`config.mk`:
```
export PLATFORM = sky130hd
export DESIGN_NAME = i2c_cfg_seq_flat
export DESIGN_NICKNAME = d
export VERILOG_FILES = /design/src/rtl/i2c_cfg_seq_if.sv /design/src/rtl/i2c_cfg_seq.sv /design/src/flat_wrapper.sv
export SDC_FILE = /design/constraint.sdc
export NUM_CORES = 1
export LEC_CHECK = 0
export CAP_MARGIN = 25
export CORE_ASPECT_RATIO = 2
export CORE_MARGIN = 2
export CORE_UTILIZATION = 57
export CTS_CLUSTER_DIAMETER = 80
export DETAILED_ROUTE_END_ITERATION = 10
export PLACE_DENSITY_LB_ADDON = 0.08
export SETUP_SLACK_MARGIN = 0.3
export SYNTH_ARGS = -nofsm -noshare
export SYNTH_HDL_FRONTEND = slang
export SYNTH_SLANG_ARGS = --single-unit
```
`constraint.sdc`:
```
create_clock -name sys_clk -period 6.9 [get_ports sys_clk]
set_clock_uncertainty 0.1 [all_clocks]
set_input_delay 0.69 -clock sys_clk [delete_from_list [all_inputs] [get_ports sys_clk]]
set_output_delay 0.69 -clock sys_clk [all_outputs]
set_load 0.1 [all_outputs]
```
`src/rtl/i2c_cfg_seq_if.sv`:
```
// Bundle between the configuration sequencer, the i2c_ctrl engine, the entry table and the system.
// The master side is the sequencer. The slave side is the controller, table and status consumer.
interface i2c_cfg_seq_if #(
    parameter int IDX_W = 10
);
    logic             cfg_start;
    logic             i2c_clk;
    logic             i2c_end;
    logic [7:0]       i2c_rd_data;
    logic [25:0]      cfg_data;
    logic [IDX_W-1:0] cfg_index;
    logic             i2c_start;
    logic             wr_en;
    logic             rd_en;
    logic             addr_num;
    logic [15:0]      byte_addr;
    logic [7:0]       wr_data;
    logic             i2c_rst_n;
    logic             cfg_busy;
    logic             cfg_done;
    logic             cfg_err;
    logic [IDX_W-1:0] err_index;

    modport master (
        input  cfg_start, i2c_clk, i2c_end, i2c_rd_data, cfg_data,
        output cfg_index, i2c_start, wr_en, rd_en, addr_num, byte_addr, wr_data,
               i2c_rst_n, cfg_busy, cfg_done, cfg_err, err_index
    );

    modport slave (
        output cfg_start, i2c_clk, i2c_end, i2c_rd_data, cfg_data,
        input  cfg_index, i2c_start, wr_en, rd_en, addr_num, byte_addr, wr_data,
               i2c_rst_n, cfg_busy, cfg_done, cfg_err, err_index
    );
endinterface

```
`src/rtl/i2c_cfg_seq.sv`:
```
// Power-up I2C configuration sequencer: walks a write/verify/delay/end table into i2c_ctrl
// with per-transfer timeout, controller recovery reset and bounded retries.
//
// state    | meaning
// PWR_WAIT | post-reset settling wait
// FETCH    | table lookup at cfg_index
// LATCH    | decode the fetched entry
// ISSUE    | i2c_start held for two i2c_clk rising edges
// WAIT_END | waiting for i2c_end or timeout
// CHECK    | judge the completed transfer
// RECOVER  | i2c_rst_n held low for 16 cycles
// RETRY    | retry the entry or give up
// DELAY    | table-requested wait
// NEXT     | advance to the next entry
// DONE     | table completed
// ERROR    | table aborted
module i2c_cfg_seq #(
    parameter logic [9:0]  CFG_NUM        = 10'd256,
    parameter int          IDX_W          = 10,
    parameter logic [23:0] INIT_DELAY_CYC = 24'd1_000_000,
    parameter logic [15:0] MS_CYC         = 16'd50_000,
    parameter logic [23:0] TIMEOUT_CYC    = 24'd500_000,
    parameter logic [1:0]  MAX_RETRY      = 2'd3,
    parameter logic        ADDR16         = 1'b1
) (
    input  logic          sys_clk,
    input  logic          sys_rst_n,
    i2c_cfg_seq_if.master bus
);

    typedef enum logic [3:0] {
        S_PWR_WAIT, S_FETCH, S_LATCH, S_ISSUE, S_WAIT_END, S_CHECK,
        S_RECOVER, S_RETRY, S_DELAY, S_NEXT, S_DONE, S_ERROR
    } state_t;

    localparam logic [1:0] OP_WRITE  = 2'b00;
    localparam logic [1:0] OP_VERIFY = 2'b01;
    localparam logic [1:0] OP_DELAY  = 2'b10;

    // Timer reload values are "cycles - 1" so the terminal count at zero ends the interval.
    localparam logic [31:0] INIT_LD = (INIT_DELAY_CYC == 24'd0) ? 32'd0 : 32'(INIT_DELAY_CYC) - 32'd1;
    localparam logic [31:0] TMO_LD  = (TIMEOUT_CYC == 24'd0) ? 32'd0 : 32'(TIMEOUT_CYC) - 32'd1;
    localparam logic [31:0] RCV_LD  = 32'd15;
    localparam logic [IDX_W-1:0] LAST_IDX = IDX_W'(CFG_NUM - 10'd1);

    state_t           state, state_nx;
    logic [31:0]      tmr;
    logic [25:0]      ent;
    logic [15:0]      addr_q;
    logic [7:0]       data_q;
    logic [IDX_W-1:0] idx, err_idx;
    logic [1:0]       retry;
    logic [1:0]       clk_cnt;
    logic             clk_d, end_d, rst_q;
    logic             clk_rise, end_rise, tmr_zero, xfer;
    logic [31:0]      dly_prod, dly_ld;

    assign clk_rise = bus.i2c_clk & ~clk_d;
    assign end_rise = bus.i2c_end & ~end_d;
    assign tmr_zero = (tmr == 32'd0);
    assign dly_prod = {16'd0, ent[15:0]} * {16'd0, MS_CYC};
    assign dly_ld   = (dly_prod == 32'd0) ? 32'd0 : dly_prod - 32'd1;

    always_ff @(posedge sys_clk or negedge sys_rst_n) begin
        if (!sys_rst_n) state <= S_PWR_WAIT;
        else            state <= state_nx;
    end

    always_comb begin
        state_nx = state;
        case (state)
            S_PWR_WAIT: if (tmr_zero) state_nx = S_FETCH;
            S_FETCH:    state_nx = S_LATCH;
            S_LATCH: begin
                case (ent[25:24])
                    OP_WRITE, OP_VERIFY: state_nx = S_ISSUE;
                    OP_DELAY:            state_nx = S_DELAY;
                    default:             state_nx = S_DONE;
                endcase
            end
            // A dead controller clock would otherwise stall ISSUE forever, so the timeout covers it too.
            S_ISSUE: begin
                if (clk_rise && clk_cnt == 2'd1) state_nx = S_WAIT_END;
                else if (tmr_zero)               state_nx = S_RECOVER;
            end
            S_WAIT_END: begin
                if (end_rise)      state_nx = S_CHECK;
                else if (tmr_zero) state_nx = S_RECOVER;
            end
            S_CHECK: begin
                if (ent[25:24] == OP_VERIFY && bus.i2c_rd_data != data_q) state_nx = S_RETRY;
                else                                                    state_nx = S_NEXT;
            end
            S_RECOVER: if (tmr_zero) state_nx = S_RETRY;
            S_RETRY:   state_nx = (retry < MAX_RETRY) ? S_ISSUE : S_ERROR;
            S_DELAY:   if (tmr_zero) state_nx = S_NEXT;
            S_NEXT:    state_nx = (idx == LAST_IDX) ? S_DONE : S_FETCH;
            S_DONE, S_ERROR: if (bus.cfg_start) state_nx = S_FETCH;
            default:   state_nx = S_PWR_WAIT;
        endcase
    end

    always_ff @(posedge sys_clk or negedge sys_rst_n) begin
        if (!sys_rst_n) begin
            tmr     <= INIT_LD;
            ent     <= '0;
            addr_q  <= '0;
            data_q  <= '0;
            idx     <= '0;
            err_idx <= '0;
            retry   <= '0;
            clk_cnt <= '0;
            clk_d   <= 1'b0;
            end_d   <= 1'b0;
            rst_q   <= 1'b1;
        end else begin
            clk_d <= bus.i2c_clk;
            end_d <= bus.i2c_end;
            // Registered so the controller reset line never glitches on state decode.
            rst_q <= (state_nx != S_RECOVER);

            if (state != S_ISSUE) clk_cnt <= '0;
            else if (clk_rise)    clk_cnt <= clk_cnt + 2'd1;

            if (state_nx == S_ISSUE && state != S_ISSUE)          tmr <= TMO_LD;
            else if (state_nx == S_RECOVER && state != S_RECOVER) tmr <= RCV_LD;
            else if (state_nx == S_DELAY && state != S_DELAY)     tmr <= dly_ld;
            else if (!tmr_zero)                                   tmr <= tmr - 32'd1;

            if (state == S_FETCH) ent <= bus.cfg_data;
            if (state == S_LATCH) begin
                addr_q <= ent[23:8];
                data_q <= ent[7:0];
            end

            case (state)
                S_NEXT: begin
                    retry <= '0;
                    if (state_nx == S_FETCH) idx <= idx + IDX_W'(1);
                end
                S_RETRY: begin
                    if (state_nx == S_ISSUE) retry   <= retry + 2'd1;
                    else                     err_idx <= idx;
                end
                S_DONE, S_ERROR: begin
                    if (bus.cfg_start) begin
                        idx     <= '0;
                        err_idx <= '0;
                        retry   <= '0;
                    end
                end
                default: ;
            endcase
        end
    end

    always_comb begin
        xfer          = (state == S_ISSUE) || (state == S_WAIT_END) || (state == S_CHECK);
        bus.i2c_start = (state == S_ISSUE);
        bus.wr_en     = xfer && (ent[25:24] == OP_WRITE);
        bus.rd_en     = xfer && (ent[25:24] == OP_VERIFY);
        bus.cfg_busy  = !((state == S_PWR_WAIT) || (state == S_DONE) || (state == S_ERROR));
        bus.cfg_done  = (state == S_DONE);
        bus.cfg_err   = (state == S_ERROR);
    end

    assign bus.addr_num  = ADDR16;
    assign bus.byte_addr = addr_q;
    assign bus.wr_data   = data_q;
    assign bus.cfg_index = idx;
    assign bus.err_index = err_idx;
    assign bus.i2c_rst_n = rst_q;

endmodule

```
`src/flat_wrapper.sv`:
```
// flat-port wrapper written by rule: the top's interface ports become plain ports
module i2c_cfg_seq_flat 
#(
    parameter logic [9:0]  CFG_NUM        = 10'd256,
    parameter int          IDX_W          = 10,
    parameter logic [23:0] INIT_DELAY_CYC = 24'd1_000_000,
    parameter logic [15:0] MS_CYC         = 16'd50_000,
    parameter logic [23:0] TIMEOUT_CYC    = 24'd500_000,
    parameter logic [1:0]  MAX_RETRY      = 2'd3,
    parameter logic        ADDR16         = 1'b1
)
  (sys_clk, sys_rst_n, bus_cfg_start, bus_i2c_clk, bus_i2c_end, bus_i2c_rd_data, bus_cfg_data, bus_cfg_index, bus_i2c_start, bus_wr_en, bus_rd_en, bus_addr_num, bus_byte_addr, bus_wr_data, bus_i2c_rst_n, bus_cfg_busy, bus_cfg_done, bus_cfg_err, bus_err_index);
  i2c_cfg_seq_if #(.IDX_W(IDX_W)) bus_i ();
  input  logic sys_clk;
  input  logic sys_rst_n;
  input wire logic [$bits(bus_i.cfg_start)-1:0] bus_cfg_start;
  input wire logic [$bits(bus_i.i2c_clk)-1:0] bus_i2c_clk;
  input wire logic [$bits(bus_i.i2c_end)-1:0] bus_i2c_end;
  input wire logic [$bits(bus_i.i2c_rd_data)-1:0] bus_i2c_rd_data;
  input wire logic [$bits(bus_i.cfg_data)-1:0] bus_cfg_data;
  output wire logic [$bits(bus_i.cfg_index)-1:0] bus_cfg_index;
  output wire logic [$bits(bus_i.i2c_start)-1:0] bus_i2c_start;
  output wire logic [$bits(bus_i.wr_en)-1:0] bus_wr_en;
  output wire logic [$bits(bus_i.rd_en)-1:0] bus_rd_en;
  output wire logic [$bits(bus_i.addr_num)-1:0] bus_addr_num;
  output wire logic [$bits(bus_i.byte_addr)-1:0] bus_byte_addr;
  output wire logic [$bits(bus_i.wr_data)-1:0] bus_wr_data;
  output wire logic [$bits(bus_i.i2c_rst_n)-1:0] bus_i2c_rst_n;
  output wire logic [$bits(bus_i.cfg_busy)-1:0] bus_cfg_busy;
  output wire logic [$bits(bus_i.cfg_done)-1:0] bus_cfg_done;
  output wire logic [$bits(bus_i.cfg_err)-1:0] bus_cfg_err;
  output wire logic [$bits(bus_i.err_index)-1:0] bus_err_index;
  assign bus_i.cfg_start = bus_cfg_start;
  assign bus_i.i2c_clk = bus_i2c_clk;
  assign bus_i.i2c_end = bus_i2c_end;
  assign bus_i.i2c_rd_data = bus_i2c_rd_data;
  assign bus_i.cfg_data = bus_cfg_data;
  assign bus_cfg_index = bus_i.cfg_index;
  assign bus_i2c_start = bus_i.i2c_start;
  assign bus_wr_en = bus_i.wr_en;
  assign bus_rd_en = bus_i.rd_en;
  assign bus_addr_num = bus_i.addr_num;
  assign bus_byte_addr = bus_i.byte_addr;
  assign bus_wr_data = bus_i.wr_data;
  assign bus_i2c_rst_n = bus_i.i2c_rst_n;
  assign bus_cfg_busy = bus_i.cfg_busy;
  assign bus_cfg_done = bus_i.cfg_done;
  assign bus_cfg_err = bus_i.cfg_err;
  assign bus_err_index = bus_i.err_index;
  i2c_cfg_seq #(.CFG_NUM(CFG_NUM), .IDX_W(IDX_W), .INIT_DELAY_CYC(INIT_DELAY_CYC), .MS_CYC(MS_CYC), .TIMEOUT_CYC(TIMEOUT_CYC), .MAX_RETRY(MAX_RETRY), .ADDR16(ADDR16)) u_core (.sys_clk(sys_clk), .sys_rst_n(sys_rst_n), .bus(bus_i));
endmodule
```
# Yosys cells after proc, flatten, opt, wreduce, memory -nomap -nowiden
# Cells that the tools add are included.
# totals
regBits	113
memories	0
ramBits	0
romBits	0
word_cells	104
output_inout_bits	52
latch_bits	0
in_bits	39
# op_classes
bitwise_logic	4
eq_ne	29
mux	27
n_div	0
multipliers	1
add_sub_neg	5
n_reduce_logical	25
n_shift	0
n_lt_le_gt_ge	1
# op_table
cell	count
32-bit 2-to-1 mux	5
32-bit zero test	2
32-bit by 1-bit subtractor with 32-bit output, second input constant	2
4-bit one-hot mux with 11 select lines	1
4-bit 2-to-1 mux	10
10-bit one-hot mux with 2 select lines	2
10-bit 2-to-1 mux	3
16-bit by 12-bit multiplier with 28-bit output, second input constant	1
4-bit by 3-bit equality test with 1-bit output, second input constant	5
4-bit equality test, second input constant	5
4-bit by 2-bit equality test with 1-bit output, second input constant	3
10-bit by 1-bit adder with 10-bit output, second input constant	1
10-bit by 8-bit equality test with 1-bit output, second input constant	1
3-bit AND reduction	3
4-bit by 1-bit equality test with 1-bit output, second input constant	2
2-bit 2-to-1 mux	4
4-bit by 3-bit != test with 1-bit output, second input constant	2
4-bit != test, second input constant	2
8-bit != test	1
4-bit one-hot mux with 2 select lines	1
1-bit logical AND	7
2-bit one-hot mux with 3 select lines	1
2-bit nonzero test	3
2-bit by 1-bit adder with 2-bit output, second input constant	2
other kinds (14)	23

# Logic depth before layout (Yosys ltp)
# Gate-level depths: netlist of the first run.
# logic_depth
ltp_word	10
ltp_mapped	21
ltp_nobuf	19

# Worst setup path before layout of the first run
# No wires, ideal clock.
# synth_timing
path_kind	flip-flop to flip-flop
from	reg u_core.ent[3]
to	reg u_core.tmr[23]
t_arrival_ns	5.451
period_less_slack_ns	5.694
path_slack_ns	1.206
setup_ns	0.143
stages_incl_launch_ff	21
path_buffers	2
required_time_ns	6.657
cell_sequence	dfrtp_1 ha_1 ha_1 xnor2_1 ha_1 a31o_2 fa_1 inv_1 fa_1 inv_1 ha_1 clkbuf_1 nor2_1 a311o_1 a211o_1 o311a_1 nor4b_2 nand4_2 o21bai_4 buf_6 a211oi_1
# synth_between
elab_chain_cells	6
word_cells_on_any_way	7
classes_between	1 x add/sub; 1 x mul; 4 x mux; 1 x reduce/logical
# synth_lines
item	line	text
from (decl)	i2c_cfg_seq.sv:48	logic [25:0] ent;
from (signal assigned)	i2c_cfg_seq.sv:130	if (state == S_FETCH) ent <= bus.cfg_data;
16-bit by 12-bit multiplier with 28-bit output *	i2c_cfg_seq.sv:61	assign dly_prod = {16'd0, ent[15:0]} * {16'd0, MS_CYC};
32-bit by 1-bit subtractor with 32-bit output or 32-bit zero test (tied branches)	i2c_cfg_seq.sv:62	assign dly_ld = (dly_prod == 32'd0) ? 32'd0 : dly_prod - 32'd1;
32-bit 2-to-1 mux *	i2c_cfg_seq.sv:62	
32-bit 2-to-1 mux *	i2c_cfg_seq.sv:127	else if (state_nx == S_DELAY && state != S_DELAY) tmr <= dly_ld;
32-bit 2-to-1 mux *	i2c_cfg_seq.sv:126	else if (state_nx == S_RECOVER && state != S_RECOVER) tmr <= RCV_LD;
32-bit 2-to-1 mux *	i2c_cfg_seq.sv:125	if (state_nx == S_ISSUE && state != S_ISSUE) tmr <= TMO_LD;
to (signal assigned)	i2c_cfg_seq.sv:127	
to (signal assigned)	i2c_cfg_seq.sv:128	else if (!tmr_zero) tmr <= tmr - 32'd1;
to (decl)	i2c_cfg_seq.sv:47	logic [31:0] tmr;
# Every way passes the cells marked *; elsewhere a longest branch is shown, timed or not.
# A chain may end at the register's enable or synchronous reset.

# Worst setup path in the final report of the first run
# layout_timing
from	reg u_core.ent[2]
to	reg u_core.tmr[27]
# Same word-level chain as after synthesis.

==> flow_summary_export.csv, run 1 <==
group,metric,value,unit
status,status,"completed",
critical_path,worst_ep_required_time,7.05,ns
clock_tree,htreeDepth,4,
clock_tree,cts_tree,"built",
critical_path,rrSetupSlack,0.71,ns
logic_synthesis,syn-cell-area,10000,um^2
clock_tree,ctsRootBufferMaster,"clkbuf_16",
floorplan,die_x,97.8,um
global_route,grt_util_met3,3.77,%
floorplan,chipHeight,192,um
global_route,antenna_found_initial,0,
logic_synthesis,synth_fp_nets,1267,
timing,slew_headroom,29.8,%
critical_path,critPathLaunchType,"register",
timing,tightest_slew,1.04,ns
critical_path,endpoint_kind,"register",
clock_tree,cts.clk_slew.worst_paths,0.06,ns
placement,pre_cts_slack,0.542,ns
critical_path,cp_max_fo,17,
final_layout,final_cell_area,11700,um^2
final_layout,area_growth,16.9,%
final_layout,stdcell_count,1376,
logic_synthesis,avgSynthCellArea,9.33,um^2
logic_synthesis,ys_types,83,
routing,viasPerCell,5.95,
routing,drt_pass1_iterations,5,
timing,fin_crit,6.19,ns
routing,vias,8194,
routing,drc,0,
placement,place_hpwl,20300,um
timing,rsz0062_at_grt,"no",
critical_path,cp.arrival,6.35,ns
logic_synthesis,synth-xor-area-share,7.43,%
timing,hold_violations,0,
logic_synthesis,synth_simple_gate_area_share,16.0,%
placement,dp.cells,1343,
logic_synthesis,synth_top_cell_area_share,25.0,%
clock_tree,clockBufferDepth,2,
logic_synthesis,synthAdderAreaFrac,21.9,%
run,maxCapViolations,0,
final_layout,nNetsFinal,1346,
min_path,hp-class,"in -> async",
clock_tree,cts_inserted_buffers,17,
timing,setup_tns,0,ns
placement,portBuffers,89,
logic_synthesis,synthMuxAreaShare,6.09,%
logic_synthesis,synth_compound_area_share,14.2,%
final_layout,fillers,1424,
timing,finalSetupViolCount,0,
global_route,grtUsageMet1,26.7,%
critical_path,reg2reg_from,"u_core.ent[2]",
logic_synthesis,ys.flop_type,"dfrtp_1",
placement,place_area,11100,um^2
logic_synthesis,ys_ff_latch,113,
global_route,grtUsageTotal,27.9,%
global_route,grt.met2_usage,55.0,%
final_layout,antennaDiodeCount,0,
global_route,grt_pass1_wl,41000,um
critical_path,reg2reg_to,"u_core.tmr[27]",
floorplan,rows,68,
timing,fin_crit_sh,89.8,%
timing,fmax,161,MHz
global_route,grt_max_degree,62,
floorplan,fp.coreArea,17300,um^2
routing,wl_per_cell,18.6,um
floorplan,pin_count,91,
routing,wirelength,25600,um
global_route,grt_pass1_vias,8399,
logic_synthesis,synthArstFlopShare,100,%
logic_synthesis,synth_area_leaders,"dfrtp_1 (25%), ha_1 (15%), fa_1 (7.2%)",
routing,drtAntennaViolNets,0,
timing,drv_slew,0,
final_layout,drive_gt1_share,11.4,%
floorplan,start_util,58.0,%
global_route,grt-busiest-layer,"met2",
clock_tree,clk_latency,0.42,ns
logic_synthesis,synth_edf_count,0,
logic_synthesis,synth_top_family_by_area,"adder cells",
placement,gp_congestion,0.916,
logic_synthesis,synth_top_area_cell,"dfrtp_1",
global_route,gr-total-overflow,0,
logic_synthesis,synthCells,1074,
routing,drt_iter0_markers,298,
critical_path,crit_type,"reg -> reg",
clock_tree,clock-sinks,113,
critical_path,ff2ff_path_depth,19,
logic_synthesis,synth_warnings,0,
floorplan,die-area,18700,um^2
timing,worst_slack,0.707,ns
logic_synthesis,ys_seq_area_share,28.4,%
## logic make-up (layout without fill, tap and decap cells)
family                   Yosys count  in the layout
AO/OA/AOI/OAI                    210            210
XOR/XNOR                          85             85
adder cells (fa/ha/maj)          154            154
buffers and inverters            152            244
flip-flops                       113            113
multiplexers                      55             55
other                              1              1
AND/OR/NAND/NOR                  304            304
## metal layers
| metal | wire (um) | part of all wire [%] |
|---|---|---|
| met1 | 8700 | 34 |
| met5 | 0 | 0 |
| met3 | 627 | 2.4 |
| met2 | 14800 | 58 |
| met4 | 1450 | 5.7 |
## metrics by stage
stage               utilization (%)  hold slack (ns)
CTS                            67.6            0.253
detailed placement             64.1            0.380
finish                         67.8            0.230
global placement               64.1            0.370
global route                   67.8            0.292
floorplan                         -            0.294
## cell type report
type,count,area (um^2),area share [%]
clock buffer,20,447,3.81
clock inverter,12,158,1.35
inverter,115,432,3.68
multi-input combinational,809,6620,56.4
sequential,113,2840,24.3
tap,210,263,2.24
timing repair buffer,97,961,8.20
## synth_stat cells (4+ instances only)
cell type  count
nor3_1        26
nor3b_1        4
xnor2_1       40
o31ai_1        5
mux2i_1        7
buf_2          7
nor2b_1        6
o21a_1         5
a211o_1        4
a31o_2         6
a211oi_1      22
nand3_1       35
ha_1         118
nand2_1       68
mux2_2        48
fa_1          36
nand4_1       11
or4_1          4
dfrtp_1      100
a21o_1         9
a21oi_1       55
clkbuf_1      27
or2_2          6
or3_1          6
dfstp_2       13
inv_1        114
nor2_1        77
nor4b_1        6
and3_1         7
and2_1         4
nand3b_1       4
a31oi_1       10
xor2_1        45
o21ai_0       50
nor4_1        16
o211ai_1       5
## sequential cells by signal, indices dropped and copies added, names as in the netlist
register,count
u_core.state,4
u_core.retry,2
u_core.end_d,1
u_core.bus.byte_addr,16
u_core.clk_d,1
u_core.bus.err_index,10
u_core.tmr,32
u_core.bus.wr_data,8
u_core.clk_cnt,2
u_core.ent,26
u_core.bus.i2c_rst_n,1
u_core.bus.cfg_index,10
## layout by cell type (no fill, tap or decap), types with 22 or more instances in the layout
cell type,instances
ha_1,118
inv_1,114
dfrtp_1,100
clkdlybuf4s50_1,88
nor2_1,77
nand2_1,68
a21oi_1,55
o21ai_0,49
mux2_2,48
xor2_1,45
xnor2_1,40
fa_1,36
nand3_1,35
nor3_1,25
a211oi_1,22
## repair_timing
action                     4_1_cts  5_1_grt
setup buffers                    0        1
hold buffers                     0        0
gates resized for setup          0        2
setup endpoints to repair        0       24
## worst max-delay path: stages, from the launching register on
cell and delay (ns):
dfrtp_1 0.47, ha_1 0.40, xor2_1 0.33, xnor2_1 0.12, ha_1 0.32, fa_1 0.54, inv_1 0.05, fa_1 0.53
inv_1 0.05, ha_1 0.40, a21oi_1 0.25, o21ai_0 0.22, or2_2 0.32, o221ai_1 0.32, o2111ai_2 0.28, nor4_1 0.51
nand4_2 0.33, o21bai_4 0.25, buf_12 0.16, a211oi_1 0.06
## worst max-delay path by stage
stage | cells past startpoint | endpoint | from
5_1_grt | 19 | u_core.tmr[20] | u_core.ent[2]
3_5_place_dp | 19 | u_core.tmr[27] | u_core.ent[4]
2_1_floorplan | 20 | u_core.tmr[23] | u_core.ent[3]
6_report | 19 | u_core.tmr[27] | u_core.ent[2]
4_1_cts | 19 | u_core.tmr[27] | u_core.ent[4]
3_3_place_gp | 19 | u_core.tmr[10] | u_core.ent[4]
Power of run 1 is left out: the tool's default activity adds up to more than one toggle a clock period on the data nets, which glitch-free logic cannot reach.
==> run 2, diff against run 1 <==
--- a/config.mk
+++ b/config.mk
@@ -13,6 +13,7 @@
 export DETAILED_ROUTE_END_ITERATION = 10
 export PLACE_DENSITY_LB_ADDON = 0.08
 export SETUP_SLACK_MARGIN = 0.3
+export SKIP_CTS_REPAIR_TIMING = 1
 export SYNTH_ARGS = -nofsm -noshare
 export SYNTH_HDL_FRONTEND = slang
 export SYNTH_SLANG_ARGS = --single-unit
==> results of run 2 <==
The final DEF is identical to that of run 1; final timing and power are the same.
Power of run 2 is left out for the same reason.
==> run 3, diff against run 2 <==
--- a/config.mk
+++ b/config.mk
@@ -6,7 +6,7 @@
 export NUM_CORES = 1
 export LEC_CHECK = 0
 export CAP_MARGIN = 25
-export CORE_ASPECT_RATIO = 2
+export CORE_ASPECT_RATIO = 0.7
 export CORE_MARGIN = 2
 export CORE_UTILIZATION = 57
 export CTS_CLUSTER_DIAMETER = 80
==> run 3 against run 2 <==
Net effect: count of clock-buffer cells in the layout decreased by 3; non-clock buffer count down 1; via count is 1.4% lower; critical path type unchanged; critical endpoint is now u_core.tmr[28].
==> flow_summary_export.csv, run 3 (synthesis gave the netlist of run 1 again) <==
group,metric,value,unit
timing,tightest_slew,1.11,ns
critical_path,critPathLaunchType,"register",
clock_tree,clockBufferDepth,2,
timing,hold_violations,0,
placement,gp_congestion,0.903,
routing,wl_per_cell,17.4,um
critical_path,endpoint_kind,"register",
critical_path,crit_type,"reg -> reg",
routing,drc,0,
routing,vias,8083,
final_layout,largest-register,"u_core.tmr",
final_layout,largest_reg_flops,32,
floorplan,start_util,58.4,%
floorplan,die_x,162,um
routing,drt_iter0_markers,640,
critical_path,cp_max_fo,17,
routing,wirelength,24300,um
floorplan,pin_count,91,
placement,portBuffers,89,
clock_tree,cts.clk_slew.worst_paths,0.06,ns
floorplan,fp.coreArea,17200,um^2
critical_path,cp.arrival,6.34,ns
routing,viasPerCell,5.79,
floorplan,rows,40,
placement,place_area,11100,um^2
global_route,grtUsageTotal,26.5,%
timing,drv_slew,0,
clock_tree,clk_latency,0.41,ns
clock_tree,clock-sinks,113,
run,maxCapViolations,0,
clock_tree,ctsRootBufferMaster,"clkbuf_16",
timing,fin_crit,6.18,ns
status,status,"completed",
final_layout,drive_gt1_share,11.6,%
timing,rsz0062_at_grt,"no",
timing,fmax,162,MHz
global_route,grt_pass1_wl,39500,um
timing,setup_tns,0,ns
floorplan,die-area,18700,um^2
clock_tree,htreeDepth,4,
global_route,gr-total-overflow,0,
floorplan,chipHeight,115,um
final_layout,final_cell_area,11700,um^2
global_route,grt_pass1_vias,7655,
global_route,grt_max_degree,66,
final_layout,fillers,1393,
timing,finalSetupViolCount,0,
timing,slew_headroom,25.1,%
final_layout,mostFrequentLayoutCells,"ha_1 (118), inv_1 (114), dfrtp_1 (100), clkdlybuf4s50_1 (88), nor2_1 (77)",
final_layout,area_growth,16.8,%
final_layout,antennaDiodeCount,0,
min_path,hp-class,"in -> async",
critical_path,worst_ep_required_time,7.06,ns
timing,fin_crit_sh,89.5,%
clock_tree,cts_tree,"built",
clock_tree,cts_inserted_buffers,17,
routing,drt_pass1_iterations,6,
final_layout,nNetsFinal,1345,
final_layout,layout_commonest_cell,"ha_1",
routing,drtAntennaViolNets,0,
placement,place_hpwl,18500,um
timing,hold_ws,0.182,ns
global_route,antenna_found_initial,0,
-- run 3: worst paths after layout --
kind,startpoint,endpoint,slack [ns],depth (start not counted)
hold / removal,sys_rst_n,u_core.tmr[25],0.18,1
setup reg to reg,u_core.ent[3],u_core.tmr[28],0.72,20
hold reg to reg,u_core.retry[0],u_core.retry[0],0.40,1
setup / recovery,u_core.ent[3],u_core.tmr[28],0.72,20
min in group sys_clk,u_core.retry[0],u_core.retry[0],0.40,1
max in group asynchronous,sys_rst_n,u_core.bus.wr_data[4],5.25,2
-- run 3: routing by layer --
| layer | vias up | part of all wire, % | global-route usage (%) |
|---|---|---|---|
| li1 | 3962 | - | - |
| met1 | 3889 | 52 | 41.0 |
| met2 | 212 | 41 | 37.9 |
| met3 | 20 | 5.7 | 5.92 |
| met4 | 0 | 0.94 | 5.72 |
| met5 | - | 0 | 0 |
-- run 3: layout make-up --
| cell class | instances | area [um^2] | area share [%] |
|---|---|---|---|
| Multi-Input combinational cell | 809 | 6610 | 56.5 |
| Sequential cell | 113 | 2840 | 24.3 |
| Timing Repair Buffer | 96 | 953 | 8.15 |
| Inverter | 115 | 432 | 3.69 |
| Clock buffer | 17 | 425 | 3.64 |
| Tap cell | 231 | 289 | 2.47 |
| Clock inverter | 15 | 146 | 1.25 |
-- run 3: critical path: stages (launching register included) --
cell and delay [ns]:
dfrtp_1 0.48, ha_1 0.40, xor2_1 0.30, xnor2_1 0.13, ha_1 0.19, a31o_2 0.23, fa_1 0.50, inv_1 0.06
fa_1 0.52, inv_1 0.04, ha_1 0.40, a21oi_1 0.21, o21ai_0 0.16, a221oi_2 0.44, o21ai_0 0.18, xor2_1 0.24
nor4b_2 0.52, nand4_2 0.42, o21bai_4 0.28, buf_12 0.17, a211oi_1 0.06
-- run 3: through the flow --
step | std cells | worst slack (ns) | util [%]
finish | 1396 | 0.724 | 68.2
global route | 1396 | 0.310 | 68.2
CTS | 1395 | 0.561 | 68.0
detailed placement | 1363 | 0.558 | 64.6
global placement | 1363 | 0.771 | 64.6
floorplan | 1074 | 1.21 | -
Power of run 3 is left out for the same reason.
